==> config.mk <==
export PLATFORM = sky130hd
export DESIGN_NAME = serial_adder
export DESIGN_NICKNAME = d
export VERILOG_FILES = /design/src/rtl/serial_adder_pkg.sv /design/src/rtl/serial_adder_bit_adder_cell.sv /design/src/rtl/serial_adder.sv
export SDC_FILE = /design/constraint.sdc
export NUM_CORES = 1
export LEC_CHECK = 0
export ABC_AREA = 1
export CORE_UTILIZATION = 40
export CTS_CLUSTER_DIAMETER = 120
export DETAILED_ROUTE_END_ITERATION = 10
export HOLD_SLACK_MARGIN = 0.02
export SETUP_SLACK_MARGIN = 0.1
export SLEW_MARGIN = 0
export SYNTH_ARGS = -nofsm -noshare
export SYNTH_HDL_FRONTEND = slang
export SYNTH_SLANG_ARGS = --single-unit
export TNS_END_PERCENT = 20
==> constraint.sdc <==
create_clock -name clk -period 1.4 [get_ports clk]
set_clock_uncertainty 0.1 [all_clocks]
set_input_delay 0.21 -clock clk [delete_from_list [all_inputs] [get_ports clk]]
set_output_delay 0.21 -clock clk [all_outputs]
set_load 0.02 [all_outputs]
==> src/rtl/serial_adder_pkg.sv <==
`default_nettype none
// ============================================================================
// Module      : serial_adder_pkg
// Description : Shared types and constants for the bit-serial adder.
//               Holds the FSM state encoding, the legal WIDTH bounds and a
//               helper that sizes the bit counter for a given WIDTH.
// Revision    : 1.0 - initial release
// ============================================================================
package serial_adder_pkg;

  typedef enum logic [1:0] {
    IDLE = 2'd0,
    RUN  = 2'd1,
    DONE = 2'd2
  } state_t;

  localparam int c_width_min = 2;
  localparam int c_width_max = 32;

  // Bit-counter width. The floor of 1 keeps the vector legal for any WIDTH.
  function automatic int cnt_width(input int width);
    return (width > 1) ? $clog2(width) : 1;
  endfunction

endpackage
`default_nettype wire

==> src/rtl/serial_adder_bit_adder_cell.sv <==
`default_nettype none
// ============================================================================
// Module      : bit_adder_cell
// Description : Combinational one-bit full adder made of two half-adder
//               slices whose carries are ORed together.
// Ports       : a, b, cin (in)  - addend bits and carry-in
//               s         (out) - sum bit
//               c         (out) - carry-out
// Revision    : 1.0 - initial release
// ============================================================================
module bit_adder_cell (
  input  logic a,
  input  logic b,
  input  logic cin,
  output logic s,
  output logic c
);

  logic w_h1_s;
  logic w_h1_c;
  logic w_h2_c;

  // First half-adder slice: a + b
  assign w_h1_s = a ^ b;
  assign w_h1_c = a & b;

  // Second half-adder slice: partial sum + carry-in
  assign s      = w_h1_s ^ cin;
  assign w_h2_c = w_h1_s & cin;

  // At most one slice can generate a carry, so OR equals the majority.
  assign c      = w_h1_c | w_h2_c;

endmodule
`default_nettype wire

==> src/rtl/serial_adder.sv <==
`default_nettype none
// ============================================================================
// Module      : serial_adder
// Description : Bit-serial WIDTH-bit adder. Operands are captured on an
//               accepted start, shifted LSB-first through one full-adder cell
//               with a registered carry, and the result is presented with a
//               one-cycle done pulse.
// Config      : SERIAL_ADDER_SUB_EN - adds the sub port; sub=1 at capture
//               computes a_in - b_in (cout=1 means no borrow).
// Ports       : clk, rst_n (async, active-low)
//               start        - request, sampled only in IDLE
//               a_in, b_in   - operands, captured on the accepted start
//               sub          - subtract select (SERIAL_ADDER_SUB_EN only)
//               busy         - high in RUN and DONE
//               done         - one-cycle completion pulse
//               sum, cout    - result, held until the next completion
// Revision    : 1.0 - initial release
// ============================================================================
module serial_adder
  import serial_adder_pkg::*;
#(
  parameter int WIDTH = 8
) (
  input  logic             clk,
  input  logic             rst_n,
  input  logic             start,
  input  logic [WIDTH-1:0] a_in,
  input  logic [WIDTH-1:0] b_in,
`ifdef SERIAL_ADDER_SUB_EN
  input  logic             sub,
`endif
  output logic             busy,
  output logic             done,
  output logic [WIDTH-1:0] sum,
  output logic             cout
);

  localparam int                 c_cnt_w = cnt_width(WIDTH);
  localparam logic [c_cnt_w-1:0] c_last  = c_cnt_w'(WIDTH - 1);

  if (WIDTH < c_width_min || WIDTH > c_width_max) begin : g_bad_width
    $error("serial_adder: WIDTH out of range");
  end

  state_t             r_state;
  logic [WIDTH-1:0]   r_a_sr;
  logic [WIDTH-1:0]   r_b_sr;
  logic [WIDTH-1:0]   r_ps;
  logic               r_carry;
  logic [c_cnt_w-1:0] r_cnt;

  logic               w_b_bit;
  logic               w_s;
  logic               w_c;
  logic [WIDTH-1:0]   w_ps_next;
  logic               w_carry_init;

`ifdef SERIAL_ADDER_SUB_EN
  logic r_sub;

  // Subtraction is a + ~b + 1: invert b in the cell, seed the carry with 1.
  assign w_b_bit      = r_b_sr[0] ^ r_sub;
  assign w_carry_init = sub;
`else
  assign w_b_bit      = r_b_sr[0];
  assign w_carry_init = 1'b0;
`endif

  bit_adder_cell u_cell (
    .a   (r_a_sr[0]),
    .b   (w_b_bit),
    .cin (r_carry),
    .s   (w_s),
    .c   (w_c)
  );

  // New sum bit enters at the MSB, so after WIDTH shifts bit 0 sits at LSB.
  assign w_ps_next = {w_s, r_ps[WIDTH-1:1]};

  always_ff @(posedge clk or negedge rst_n) begin
    if (!rst_n) begin
      r_state <= IDLE;
      r_a_sr  <= '0;
      r_b_sr  <= '0;
      r_ps    <= '0;
      r_carry <= 1'b0;
      r_cnt   <= '0;
      busy    <= 1'b0;
      done    <= 1'b0;
      sum     <= '0;
      cout    <= 1'b0;
`ifdef SERIAL_ADDER_SUB_EN
      r_sub   <= 1'b0;
`endif
    end else begin
      done <= 1'b0;
      case (r_state)
        IDLE: begin
          if (start) begin
            r_a_sr  <= a_in;
            r_b_sr  <= b_in;
            r_carry <= w_carry_init;
            r_cnt   <= '0;
            busy    <= 1'b1;
`ifdef SERIAL_ADDER_SUB_EN
            r_sub   <= sub;
`endif
            r_state <= RUN;
          end
        end
        RUN: begin
          r_carry <= w_c;
          r_a_sr  <= r_a_sr >> 1;
          r_b_sr  <= r_b_sr >> 1;
          r_ps    <= w_ps_next;
          r_cnt   <= r_cnt + c_cnt_w'(1);
          // Result registers update only here, so they never show partials.
          if (r_cnt == c_last) begin
            sum     <= w_ps_next;
            cout    <= w_c;
            done    <= 1'b1;
            r_state <= DONE;
          end
        end
        DONE: begin
          busy    <= 1'b0;
          r_state <= IDLE;
        end
        default: begin
          busy    <= 1'b0;
          r_state <= IDLE;
        end
      endcase
    end
  end

endmodule
`default_nettype wire

==> results of run 1 <==
## power groups by stage
stage | registers (W) | logic, W | clock network, W
2_1_floorplan | 0.00210 | 0.00163 | 0
3_3_place_gp | 0.00200 | 0.00246 | 0
3_5_place_dp | 0.00199 | 0.00249 | 0
4_1_cts | 0.00198 | 0.00242 | 0.000959
5_1_grt | 0.00207 | 0.00281 | 0.00101
6_report | 0.00200 | 0.00247 | 0.000932
## flip-flops by register name, summed over array words and instances, names as in the netlist
register	count
r_a_sr	8
r_b_sr	8
r_ps	7
sum	8
r_cnt	3
r_carry	1
r_state	2
cout	1
done	1
busy	1
## cell families after synthesis
| family | synth area share, % |
|---|---|
| AO/OA/AOI/OAI | 6.61 |
| buffers and inverters | 14.2 |
| AND/OR/NAND/NOR | 26.1 |
| flip-flops | 50.8 |
| adder cells (fa/ha/maj) | 2.29 |
## final cells by class
class	count	area, um^2
Multi-Input combinational cell	129	726
Tap cell	67	83.8
Sequential cell	40	1000
Timing Repair Buffer	46	479
Inverter	42	160
Clock inverter	2	35.0
Clock buffer	6	72.6
Fill cell	438	2170
## stage by stage
step / hold WS [ps] / util (%)
2_1_floorplan: -186 / -
3_3_place_gp: 99.7 / 50.9
5_1_grt: 346 / 54.1
6_report: 306 / 54.1
3_5_place_dp: 102 / 50.9
4_1_cts: 316 / 53.1
## layout by cell type (no fill, tap or decap), types with 2 or more instances in the layout
cell type,Yosys,layout
sky130_fd_sc_hd__nand3_1,46,46
sky130_fd_sc_hd__clkbuf_8,0,5
sky130_fd_sc_hd__clkdlybuf4s50_1,0,17
sky130_fd_sc_hd__dfrtp_1,40,40
sky130_fd_sc_hd__buf_6,5,2
sky130_fd_sc_hd__buf_12,1,5
sky130_fd_sc_hd__buf_4,1,9
sky130_fd_sc_hd__o21ai_2,8,8
sky130_fd_sc_hd__nand2_2,0,2
sky130_fd_sc_hd__clkdlybuf4s15_1,0,9
sky130_fd_sc_hd__o21ai_0,11,10
sky130_fd_sc_hd__inv_1,40,40
sky130_fd_sc_hd__nand3_2,2,2
sky130_fd_sc_hd__nand2_8,1,2
sky130_fd_sc_hd__nand2_4,3,3
sky130_fd_sc_hd__nand2_1,52,49
## worst paths after layout
path	start	endpoint	slack, ps	cells past startpoint
max in group asynchronous	rst_n	cout$_DFFE_PN0P_	690	3
setup / recovery	sum[3]$_DFFE_PN0P_	sum[3]	110	1
hold / removal	rst_n	r_a_sr[4]$_DFFE_PN0P_	310	3
hold reg to reg	r_ps[1]$_DFFE_PN0P_	sum[0]$_DFFE_PN0P_	380	2
setup reg to reg	r_cnt[0]$_DFFE_PN0P_	sum[4]$_DFFE_PN0P_	120	6
min in group clk	r_ps[1]$_DFFE_PN0P_	sum[0]$_DFFE_PN0P_	380	2
## what timing repair did
action,CTS,global route
setup endpoints to repair,21,36
buffers inserted,0,0
pin swaps,0,2
hold buffers,1,0
hold endpoints to repair,40,0
resized for setup,14,19
## layer usage
metal	vias to the layer above	GRT usage, %	wire length (um)
met3	5	5.83	142
met5	-	0	0
met4	0	5.88	53
met1	694	22.5	1850
li1	777	-	-
met2	24	24.1	1640
==> PnR_summary.wiki, run 1 <==
{| class="wikitable"
! Metric !! Value
|-
| Number of hold violations in the final report || 0
|-
| Clk_lat worst skew || 290 ps
|-
| Maximum VDD drop || 1.15 mV
|-
| Count of unique library cells instantiated by Yosys || 21
|-
| Time the worst path needs with I/O delays and setup || 1290 ps
|-
| CP top delay family || flip-flops
|-
| Cell area after synthesis || 1970 um^2
|-
| Number of flops mapped to enable cells by yosys || 0
|-
| Worst Path Required || 1090 ps
|-
| Total Negative Setup Slacks || 0 ps
|-
| DR vias/cell || 4.52
|-
| Area Overhead vs Synth || 29.9%
|-
| Cell internal pwr || 0.00330 W
|-
| Iteration-0 DRC Markers || 70
|-
| Ant. Diodes || 0
|-
| Gate power share || 45.7%
|-
| Critical path class || reg -> out
|-
| Overflow after GRT || 0
|-
| Endpoint type of the worst setup path || output port
|-
| Critical-path cell with the highest stage delay || sky130_fd_sc_hd__dfrtp_1
|-
| Worst Slack Setup Final || 108 ps
|-
| Cell accounting for the most synthesized area || sky130_fd_sc_hd__dfrtp_1
|-
| Net total in the final layout || 286
|-
| Reg clk slew, reported paths || 80 ps
|-
| Startpoint type of the worst setup path || flip-flop
|-
| Sw Ratio || 39.0%
|-
| Sinks on the clock net || 40
|-
| Slew @ Worst Pin || 222 ps
|-
| Power dissipated by switching net loads || 0.00211 W
|-
| Most common cell in the netlist || sky130_fd_sc_hd__nand2_1
|-
| Largest stage delay, worst path || 400 ps
|-
| CTS tree || yes
|-
| Remaining design rule violation count || 0
|-
| Max Buffers Root-to-Sink || 2
|-
| Post-route non-filler standard cell count || 332
|-
| Cell breakdown of the critical path || clkdlybuf4s15_1
|-
| Total placed cells including tap cells || 323
|-
| P_leak || 1.32 nW
|-
| H-Tree Depth || 2
|-
| Initial Utilization || 41.7%
|-
| Largest net degree at the start of global routing || 41
|-
| Cell at the root of the clock tree || sky130_fd_sc_hd__clkbuf_8
|-
| Maximum fanout along the worst path || 2
|-
| Place WS || -12.8 ps
|-
| Final Routed Wirelength || 3690 um
|-
| Share of Yosys cell area claimed by the top area cell type || 50.8%
|-
| Overall power || 0.00541 W
|-
| Row count || 25
|-
| Antenna viol nets, final || 0
|-
| Max Slew Vio Count || 0
|-
| Crit path DAT || 980 ps
|-
| Path category of the worst min-delay check || in -> async
|-
| Leading post-synthesis cells by cell area || sky130_fd_sc_hd__dfrtp_1 (51%), sky130_fd_sc_hd__nand3_1 (12%), sky130_fd_sc_hd__nand2_1 (9.9%), sky130_fd_sc_hd__inv_1 (7.6%), sky130_fd_sc_hd__o21ai_2 (3.6%)
|-
| Portion of the post-synthesis area used by sequential elements || 50.8%
|-
| Count of pins on the block boundary || 30
|-
| Share of final-layout standard cells stronger than drive strength 1 || 17.7%
|-
| Routability congestion estimate || 0.777
|-
| Register bit total from synthesis || 40
|-
| Pwr Density || 2120 nW/um^2
|-
| Standard cell core area || 4720 um^2
|-
| Final design area excluding fillers || 2560 um^2
|-
| Sequential share of power || 37.0%
|-
| List of most frequent post-synthesis cells || sky130_fd_sc_hd__nand2_1 (52), sky130_fd_sc_hd__nand3_1 (46), sky130_fd_sc_hd__dfrtp_1 (40), sky130_fd_sc_hd__inv_1 (40), sky130_fd_sc_hd__o21ai_0 (11)
|-
| Final period utilization || 92.3%
|-
| Initial antenna violation count || 0
|-
| Bufs and invs on worst path || 1
|-
| Setup repair after global routing missed its margin || yes
|-
| Relative max-transition margin || 85.2%
|-
| Final setup fails || 0
|-
| Number of input and output port buffers inserted || 29
|-
| Routed WL per cell || 11.1 um
|-
| Clock Power Share || 17.2%
|-
| Maximum clock rate || 774 MHz
|-
| Gate count of the mapped netlist || 223
|-
| Clock buffers created by TritonCTS || 5
|-
| First-pass GRT wire length || 6490 um
|-
| Vias in the first global route || 1440
|-
| Area post-placement || 2400 um^2
|-
| Length of the first detailed-routing pass in iterations || 4
|-
| Detailed-route via count || 1500
|-
| Number of max-cap violations || 0
|-
| Post-synthesis net count || 245
|-
| Die extent in y || 72.2 um
|-
| Status || finished, final reports clean
|-
| Syn avg cell area || 8.83 um^2
|-
| Warnings from Yosys || 0
|-
| Overall die area || 5210 um^2
|-
| Die width || 72.2 um
|-
| Detailed-placement wirelength estimate || 2460 um
|-
| Ys async rst share || 100%
|-
| Total GRT Usage || 16.4%
|-
| Most frequently used flop master after synthesis || sky130_fd_sc_hd__dfrtp_1
|}
No activity file was read; power rests on OpenSTA's default activity.
==> inputs of run 2 (changes only) <==
--- a/config.mk
+++ b/config.mk
@@ -9,7 +9,6 @@
 export CORE_UTILIZATION = 40
 export CTS_CLUSTER_DIAMETER = 120
 export DETAILED_ROUTE_END_ITERATION = 10
-export HOLD_SLACK_MARGIN = 0.02
 export SETUP_SLACK_MARGIN = 0.1
 export SLEW_MARGIN = 0
 export SYNTH_ARGS = -nofsm -noshare
==> results of run 2 <==
No change in the layout: final DEF, timing and power equal those of run 1.
